--- src/rtl/fifo_pkg.sv ---
// Shared helpers and defaults for the FIFO family: sizing functions and
// the wrap-around pointer increment used by both read and write pointers.
package fifo_pkg;

  localparam int DEF_WIDTH  = 4;
  localparam int DEF_LENGTH = 4;

  // Width needed to hold an occupancy value in 0..len.
  function automatic int cnt_w(input int len);
    return $clog2(len + 1);
  endfunction

  function automatic int ptr_w(input int len);
    return (len > 1) ? $clog2(len) : 1;
  endfunction

  // Explicit modulo so non-power-of-two depths wrap at len-1, not at 2^n-1.
  function automatic int unsigned ptr_next(input int unsigned p, input int unsigned len);
    return (p == len - 1) ? 0 : p + 1;
  endfunction

endpackage

--- src/rtl/fifo_thresh_if.sv ---
// Push/pop bus of the threshold FIFO; the producer/consumer side is the
// master, the FIFO itself is the slave.
interface fifo_thresh_if
  import fifo_pkg::*;
#(
  parameter int width  = DEF_WIDTH,
  parameter int length = DEF_LENGTH
);
  localparam int CW = cnt_w(length);

  logic             push;
  logic             pop;
  logic [width-1:0] data;
  logic             clr_err;
  logic [width-1:0] out;
  logic             full;
  logic             empty;
  logic             almost_full;
  logic             almost_empty;
  logic [CW-1:0]    count;
  logic             overflow;
  logic             underflow;

  modport master (
    output push, pop, data, clr_err,
    input  out, full, empty, almost_full, almost_empty, count, overflow, underflow
  );

  modport slave (
    input  push, pop, data, clr_err,
    output out, full, empty, almost_full, almost_empty, count, overflow, underflow
  );

endinterface

--- src/rtl/fifo_ptr.sv ---
// Wrap-around pointer register covering 0..length-1, advanced by inc.
module fifo_ptr
  import fifo_pkg::*;
#(
  parameter int length = DEF_LENGTH
) (
  input  logic                      clk,
  input  logic                      rstn,
  input  logic                      inc,
  output logic [ptr_w(length)-1:0]  ptr
);
  localparam int PW = ptr_w(length);

  logic [PW-1:0] ptr_q;
  logic [PW-1:0] ptr_d;

  always_comb begin
    ptr_d = ptr_q;
    if (inc) ptr_d = PW'(ptr_next(32'(ptr_q), length));
  end

  always_ff @(posedge clk) begin
    if (!rstn) ptr_q <= '0;
    else       ptr_q <= ptr_d;
  end

  assign ptr = ptr_q;

endmodule

--- src/rtl/fifo_thresh.sv ---
// Single-clock FWFT FIFO of arbitrary depth with occupancy count,
// almost-full/empty thresholds and sticky overflow/underflow flags.
module fifo_thresh
  import fifo_pkg::*;
#(
  parameter int width    = DEF_WIDTH,
  parameter int length   = DEF_LENGTH,
  parameter int af_level = 3,
  parameter int ae_level = 1
) (
  input  logic          clk,
  input  logic          rstn,
  fifo_thresh_if.slave  bus
);
  localparam int CW = cnt_w(length);
  localparam int PW = ptr_w(length);

  if (length < 2) begin : g_bad_length
    $fatal(1, "fifo_thresh: length must be >= 2");
  end
  if (af_level < 1 || af_level > length) begin : g_bad_af
    $fatal(1, "fifo_thresh: af_level must be in 1..length");
  end
  if (ae_level < 0 || ae_level >= length) begin : g_bad_ae
    $fatal(1, "fifo_thresh: ae_level must be in 0..length-1");
  end

  logic [width-1:0] mem [length];
  logic [PW-1:0]    rd_ptr;
  logic [PW-1:0]    wr_ptr;
  logic [CW-1:0]    count_q, count_d;
  logic             ovf_q, ovf_d;
  logic             unf_q, unf_d;
  logic             empty, full;
  logic             do_push, do_pop;

  assign empty = (count_q == '0);
  assign full  = (count_q == CW'(length));

  // Push at full is only accepted when a pop frees the head slot in the same
  // edge; pop at empty is always refused, so push+pop on empty is push only.
  assign do_pop  = bus.pop && !empty;
  assign do_push = bus.push && (!full || bus.pop);

  fifo_ptr #(.length(length)) u_rd_ptr (
    .clk  (clk),
    .rstn (rstn),
    .inc  (do_pop),
    .ptr  (rd_ptr)
  );

  fifo_ptr #(.length(length)) u_wr_ptr (
    .clk  (clk),
    .rstn (rstn),
    .inc  (do_push),
    .ptr  (wr_ptr)
  );

  always_ff @(posedge clk) begin
    if (rstn && do_push) mem[wr_ptr] <= bus.data;
  end

  always_comb begin
    count_d = count_q;
    unique case ({do_push, do_pop})
      2'b10:   count_d = count_q + CW'(1);
      2'b01:   count_d = count_q - CW'(1);
      default: count_d = count_q;
    endcase

    ovf_d = ovf_q;
    unf_d = unf_q;
    if (bus.clr_err) begin
      ovf_d = 1'b0;
      unf_d = 1'b0;
    end
    if (bus.push && full && !bus.pop) ovf_d = 1'b1;
    if (bus.pop && empty)             unf_d = 1'b1;
  end

  always_ff @(posedge clk) begin
    if (!rstn) begin
      count_q <= '0;
      ovf_q   <= 1'b0;
      unf_q   <= 1'b0;
    end else begin
      count_q <= count_d;
      ovf_q   <= ovf_d;
      unf_q   <= unf_d;
    end
  end

  assign bus.out          = empty ? '0 : mem[rd_ptr];
  assign bus.full         = full;
  assign bus.empty        = empty;
  assign bus.almost_full  = (count_q >= CW'(af_level));
  assign bus.almost_empty = (count_q <= CW'(ae_level));
  assign bus.count        = count_q;
  assign bus.overflow     = ovf_q;
  assign bus.underflow    = unf_q;

endmodule

--- src/flat_wrapper.sv ---
// flat-port wrapper written by rule: the top's interface ports become plain ports
module fifo_thresh_flat import fifo_pkg::*;
#(
  parameter int width    = DEF_WIDTH,
  parameter int length   = DEF_LENGTH,
  parameter int af_level = 3,
  parameter int ae_level = 1
)
  (clk, rstn, bus_push, bus_pop, bus_data, bus_clr_err, bus_out, bus_full, bus_empty, bus_almost_full, bus_almost_empty, bus_count, bus_overflow, bus_underflow);
  fifo_thresh_if #(.width(width), .length(length)) bus_i ();
  input  logic clk;
  input  logic rstn;
  input wire logic [$bits(bus_i.push)-1:0] bus_push;
  input wire logic [$bits(bus_i.pop)-1:0] bus_pop;
  input wire logic [$bits(bus_i.data)-1:0] bus_data;
  input wire logic [$bits(bus_i.clr_err)-1:0] bus_clr_err;
  output wire logic [$bits(bus_i.out)-1:0] bus_out;
  output wire logic [$bits(bus_i.full)-1:0] bus_full;
  output wire logic [$bits(bus_i.empty)-1:0] bus_empty;
  output wire logic [$bits(bus_i.almost_full)-1:0] bus_almost_full;
  output wire logic [$bits(bus_i.almost_empty)-1:0] bus_almost_empty;
  output wire logic [$bits(bus_i.count)-1:0] bus_count;
  output wire logic [$bits(bus_i.overflow)-1:0] bus_overflow;
  output wire logic [$bits(bus_i.underflow)-1:0] bus_underflow;
  assign bus_i.push = bus_push;
  assign bus_i.pop = bus_pop;
  assign bus_i.data = bus_data;
  assign bus_i.clr_err = bus_clr_err;
  assign bus_out = bus_i.out;
  assign bus_full = bus_i.full;
  assign bus_empty = bus_i.empty;
  assign bus_almost_full = bus_i.almost_full;
  assign bus_almost_empty = bus_i.almost_empty;
  assign bus_count = bus_i.count;
  assign bus_overflow = bus_i.overflow;
  assign bus_underflow = bus_i.underflow;
  fifo_thresh #(.width(width), .length(length), .af_level(af_level), .ae_level(ae_level)) u_core (.clk(clk), .rstn(rstn), .bus(bus_i));
endmodule
--- config.mk ---
export PLATFORM = sky130hd
export DESIGN_NAME = fifo_thresh_flat
export DESIGN_NICKNAME = d
export VERILOG_FILES = /design/src/rtl/fifo_pkg.sv /design/src/rtl/fifo_thresh_if.sv /design/src/rtl/fifo_ptr.sv /design/src/rtl/fifo_thresh.sv /design/src/flat_wrapper.sv
export SDC_FILE = /design/constraint.sdc
export NUM_CORES = 1
export LEC_CHECK = 0
export ABC_AREA = 1
export CAP_MARGIN = 20
export CORE_MARGIN = 1
export CORE_UTILIZATION = 40
export CTS_CLUSTER_SIZE = 8
export DETAILED_ROUTE_END_ITERATION = 6
export MAX_ROUTING_LAYER = met4
export REMOVE_ABC_BUFFERS = 1
export SLEW_MARGIN = 15
export SYNTH_ARGS = -nofsm -noshare
export SYNTH_HDL_FRONTEND = slang
export SYNTH_SLANG_ARGS = --single-unit
--- constraint.sdc ---
create_clock -name clk -period 2.3 [get_ports clk]
set_clock_uncertainty 0.1 [all_clocks]
set_input_delay 0.69 -clock clk [delete_from_list [all_inputs] [get_ports clk]]
set_output_delay 0.69 -clock clk [all_outputs]
set_load 0.03 [all_outputs]
==> results of run 1 <==
[what timing repair did]
item,CTS,global route
gates resized for setup,17,13
buffers inserted,3,2
pin swaps,1,1
hold buffers,0,0
hold endpoints to repair,0,0
endpoints found under the setup margin,8,8
[cell usage in the layout, fill, tap and decap left out, drive strengths merged]
master         count
clkdlybuf4s15      1
o21ai              2
dlygate4sd2        1
a21oi             12
nand3             15
ha                11
inv               39
nor2              15
nand3b             1
xnor2              1
dlymetal6s2s       1
clkdlybuf4s50     11
clkbuf             3
clkinv             1
dfxtp             11
buf               23
edfxtp            16
nand2             35
[worst paths after layout]
kind                       startpoint             endpoint  slack [ps]
setup / recovery  u_core.bus.count[0]           bus_out[1]          80
hold / removal    u_core.bus.overflow  u_core.bus.overflow         370
setup reg to reg  u_core.bus.count[0]  u_core.bus.count[2]         270
hold reg to reg   u_core.bus.overflow  u_core.bus.overflow         370
[metal layers]
layer  wire [µm]  share of wire, %  vias to the layer above  GRT usage, %
met5           0                 0                        -             -
met4          46               1.8                        0          8.64
met3          75               2.9                        6          3.62
met2        1320                50                       13          27.3
met1        1180                45                      480          19.4
li1            -                 -                      572             -
[registers in the layout, indices dropped and copies added (netlist names), named ones only]
name / flops
u_core.u_wr_ptr.ptr: 2
u_core.u_rd_ptr.ptr: 2
u_core.mem: 16
u_core.bus.count: 3
u_core.bus.overflow: 1
u_core.bus.underflow: 1
[cells by family after synthesis]
group / Yosys count / synth area share, %
and+or+nand+nor: 66 / 21.3
buffers and inverters: 41 / 11.5
DFF: 27 / 51.4
AOI/OAI and AO/OA: 14 / 5.14
adders and majority gates: 11 / 10.1
xor gates and xnor gates: 1 / 0.642
[area by class of cell]
class / count / area, µm²
repair buffers: 37 / 335
multi-input cells: 92 / 534
inverters: 39 / 151
fillers: 302 / 1350
flip-flops and latches: 27 / 703
clock buffers: 3 / 22.5
well taps: 44 / 55.1
clock inverters: 1 / 5.00
[power groups by stage]
stage               registers [mW]  logic (mW)  clock network (mW)
floorplan                    0.707       0.592                   0
global placement             0.636        1.02                   0
detailed placement           0.640        1.03                   0
CTS                          0.632        1.12               0.213
global route                 0.639        1.32               0.235
finish                       0.632        1.19               0.199
[through the flow]
step	power (mW)	instance area [µm²]	setup TNS, ps
detailed placement	1.68	1690	0
global placement	1.66	1690	0
CTS	1.96	1760	-76.8
global route	2.19	1810	-106
finish	2.02	1810	0
floorplan	1.30	1350	-635
[worst reg2reg max path, cell delays in order, from the launching register on]
cell and delay [ps]:
dfxtp_2 360, buf_6 120, inv_6 60, ha_4 130
inv_2 40, nor2_4 190, buf_4 150, buf_4 110
nor2_4 40, ha_1 330, inv_1 120, nand2_1 70
nand2_1 50, nand2_1 40, nor2_1 70
==> impl_metrics.csv, run 1 <==
group,metric,value,unit
drt,drtAntennaViolNets,0,
critical_path,critPathSlowestCell,"dfxtp_2",
global_routing,grt_max_degree,16,
timing,whs,371,ps
run_status,status,"finished, final reports clean",
final_layout,finalNonFillerCells,243,
critical_path,crit_path_frequent_cell,"buf_6",
hold_path,min_path_cells,2,
drt,drt_pass1_iterations,4,
yosys,yosysSeqAreaShare,51.4,%
yosys,ys_ff_latch,27,
cts,cts_htree_levels,1,
hold_path,min_path_type,"register to register",
final_layout,syn_to_final_growth,32.5,%
timing,min_period_over_period,96.7,%
yosys,yosysTopAreaCell,"edfxtp_1",
timing,slew_headroom,78.9,%
pwr,pwr-share-clk,9.8,%
global_routing,grt_pass1_vias,1014,
drt,drt-vias-per-instance,4.41,
critical_path,cp_cell_sequence,"buf_6 > inv_6 > ha_4 > inv_2 > nor2_4 > a21oi_2 > buf_6",
yosys,synth_edf_count,16,
die,core,3150,µm²
pwr,p_per_area,1120,nW/µm²
cts,cts_tree,"yes",
drt,num_vias,1071,
die,die_x,60.4,µm
yosys,synth.area.top_cells,"edfxtp_1, dfxtp_1, inv_1",
die,die_area,3650,µm²
yosys,synthMostInstantiatedCell,"inv_1",
cts,clk_latency,320,ps
die,num_rows,20,
final_layout,fin_util,57.3,%
timing,setup_viol,0,
cts,cts_sinks,27,
yosys,yosys-top-cells-count,"inv_1, nand2_1, edfxtp_1",
pwr,p_comb_share,58.9,%
cts,clockBufferDepth,2,
timing,rsz0062_at_grt,"true",
timing,worst_pin_slew,316,ps
place,gp_congestion,0.854,
global_routing,grt_pass1_wl,4180,µm
critical_path,critical_path.max_fanout,6,
place,dp_cells,234,
global_routing,grt_usage,16.8,%
pwr,vdd_drop_max,672,µV
drt,drc,0,
timing,setup_ws,76.1,ps
critical_path,crit_path_end_kind,"output port",
cts,cts_made_buffers,3,
yosys,yosys_warnings,0,
critical_path,cp_top_family,"flip-flops",
timing,fin_crit,2220,ps
critical_path,r2r_cells,14,
drt,routed_wl,2620,µm
yosys,synth-async-reset-ratio,0,%
timing,hold_viol,0,
pwr,internal-power,1.15,mW
critical_path,cp_num_buf_inv,4,
pwr,p_seq_share,31.2,%
final_layout,layout-drive-gt1-share,20.6,%
flow_run,cap_violations,0,
critical_path,worst-path-stages,7,
timing,finalMaxSlewViolations,0,
final_layout,final_nets,220,
cts,path_clk_slew,140,ps
critical_path,cp-start-kind,"register",
final_layout,insertedDiodeCount,0,
drt,avgRoutedWirePerCell,10.8,µm
critical_path,slowest_delay,360,ps
pwr,leakagePower,0.876,nW
die,dieHeight,60.4,µm
yosys,yosysTopAreaCellShare,35.2,%
cts,cts_root_buffer,"clkbuf_4",
place,dp_worst_setup_slack,46.3,ps
die,ios,22,
pwr,power.switching,0.877,mW
global_routing,grt_antenna_before_repair,0,
critical_path,path_class,"register to output port",
yosys,synth_cell_types,15,
place,hpwl,1970,µm
yosys,syn_avg_cell_area,8.52,µm²
global_routing,grt_overflow_total,0,
pwr,swShare,43.3,%
timing,timing.fmax,450,MHz
place,io_buffers,21,
yosys,synth_ff_type,"edfxtp_1",
drt,drtIter0Drc,22,
yosys,synthCells,160,
critical_path,worst-endpoint-required,1510,ps
yosys,syn-cell-area,1360,µm²
critical_path,worst-endpoint-arrival,1430,ps
die,start_util,43.3,%
Note: power is estimated with default switching activity, not from simulation.
==> run 2, diff against run 1 <==
==> constraint.sdc (replaced) <==
create_clock -name clk -period 2.4 [get_ports clk]
set_clock_uncertainty 0.1 [all_clocks]
set_input_delay 0.72 -clock clk [delete_from_list [all_inputs] [get_ports clk]]
set_output_delay 0.72 -clock clk [all_outputs]
set_load 0.02 [all_outputs]
==> impl_metrics.csv, run 2 (same netlist as run 1, synthesis figures left out) <==
group,metric,value,unit
final_layout,post-route-cell-area,1710,µm²
cts,clk_latency,320,ps
place,io_buffers,21,
hold_path,min_path_cells,2,
final_layout,syn_to_final_growth,25.7,%
place,hpwl,2040,µm
drt,drtIter0Drc,34,
critical_path,cp_num_buf_inv,1,
global_routing,grt_antenna_before_repair,0,
cts,cts_tree,"yes",
die,die_x,60.4,µm
final_layout,seqCellArea,703,µm²
critical_path,cp_cell_sequence,"ha_1 > ha_1 > nor2_1 > o21ai_0 > clkdlybuf4s15_1",
critical_path,slowest_delay,350,ps
pwr,finalPower,1.69,mW
final_layout,largest_reg_flops,16,
die,ios,22,
hold_path,min_from,"u_core.bus.overflow",
timing,setup_viol,0,
timing,whs,376,ps
hold_path,min_to,"u_core.bus.overflow",
drt,drt-vias-per-instance,4.50,
critical_path,crit_path_end_kind,"output port",
timing,setup_ws,73.0,ps
cts,postCtsSetupRepairBufs,0,
drt,num_vias,1081,
global_routing,grt_pass1_wl,4310,µm
timing,worst_pin_slew,260,ps
global_routing,grt_max_degree,15,
global_routing,grt_pass1_vias,1093,
run_status,status,"finished, final reports clean",
critical_path,worst-endpoint-arrival,1510,ps
critical_path,critical_path.max_fanout,3,
timing,hold_viol,0,
final_layout,layout_commonest_cell,"inv_1",
timing,timing.fmax,430,MHz
die,die_area,3650,µm²
global_routing,grt_usage,16.9,%
timing,finalSetupTns,0,ps
critical_path,crit_start,"u_core.bus.count[0]",
timing,finalMaxSlewViolations,0,
timing,rsz0062_at_grt,"true",
drt,avgRoutedWirePerCell,10.7,µm
pwr,vdd_drop_max,457,µV
cts,cts_sinks,27,
cts,path_clk_slew,140,ps
final_layout,layout-drive-gt1-share,13.8,%
cts,cts_made_buffers,3,
place,place_area,1720,µm²
critical_path,critPathSlowestCell,"dfxtp_2",
timing,slew_headroom,82.6,%
die,core,3150,µm²
flow_run,cap_violations,0,
critical_path,cp_top_family,"adder cells",
pwr,leakagePower,0.832,nW
final_layout,fill_cells,307,
final_layout,multi_input_comb_area,507,µm²
critical_path,r2r_start,"u_core.bus.count[0]",
hold_path,min_path_type,"register to register",
critical_path,r2r_cells,12,
cts,cts_root_buffer,"clkbuf_4",
critical_path,path_class,"register to output port",
global_routing,grt_overflow_total,0,
place,dp_cells,236,
die,start_util,43.3,%
place,dp_worst_setup_slack,1.16,ps
drt,routed_wl,2570,µm
critical_path,worst-endpoint-required,1580,ps
final_layout,finalNonFillerCells,240,
timing,fin_crit,2330,ps
cts,clockBufferDepth,2,
critical_path,r2r-end,"u_core.bus.count[2]",
cts,cts_htree_levels,1,
pwr,p_per_area,985,nW/µm²
timing,min_period_over_period,97.0,%
critical_path,cp-start-kind,"register",
drt,drt_pass1_iterations,5,
final_layout,insertedDiodeCount,0,
drt,drtAntennaViolNets,0,
final_layout,final_nets,217,
final_layout,top_register,"u_core.mem",
final_layout,final_cell_mix,"inv_1, nand2_1, edfxtp_1",
die,dieHeight,60.4,µm
critical_path,rrSetupSlack,470,ps
drt,drc,0,
place,gp_congestion,0.809,
die,num_rows,20,
critical_path,crit_path_frequent_cell,"ha_1",
final_layout,fin_util,54.4,%
run 2: changes by cell type in the layout (fill, tap and decap cells not counted), moves of 2 or more:
cell / before / now
a21oi_2: 4 / 0
inv_1: 36 / 39
inv_2: 2 / 0
a21oi_1: 8 / 12
buf_4: 16 / 13
clkbuf_2: 0 / 2
buf_6: 6 / 0
clkdlybuf4s50_1: 11 / 13
buf_2: 1 / 4
run 2: what timing repair did:
| action | in CTS | in global routing |
|---|---|---|
| endpoints found under the setup margin | 8 | 8 |
| gates resized for setup | 18 | 9 |
| hold buffers | 0 | 0 |
run 2: routing by layer:
layer | vias up | part of all wire, % | track usage [%]
li1 | 565 | - | -
met1 | 489 | 44 | 18.3
met2 | 23 | 49 | 29.4
met3 | 4 | 5.2 | 3.84
met4 | 0 | 1.0 | 7.64
met5 | - | 0 | -
run 2: final cells by class:
| cell class | count | area share, % |
|---|---|---|
| clock buffers | 4 | 1.53 |
| flip-flops and latches | 27 | 41.0 |
| multi-input cells | 92 | 29.6 |
| inverters | 39 | 8.54 |
| repair buffers | 34 | 16.1 |
| well taps | 44 | 3.21 |
run 2: worst max-delay path by stage:
stage | to | cells past startpoint
floorplan | bus_out[0] | 5
global placement | bus_out[1] | 6
detailed placement | bus_out[1] | 6
CTS | bus_out[3] | 6
global route | bus_almost_full | 5
finish | bus_almost_full | 5
run 2: where the power goes:
part	leakage (nW)	internal, mW	total, mW	switching (mW)
clock	0.0150	0.0650	0.189	0.124
sequential	0.237	0.560	0.608	0.0482
combinational	0.580	0.364	0.892	0.528
run 2: worst reg2reg max path, delay by kind of cell, from the launching register on:
| kind | cells | cell delay, ps |
|---|---|---|
| fa+ha+maj | 2 | 520 |
| buf+inv | 4 | 460 |
| flops | 1 | 350 |
| simple gates | 6 | 430 |
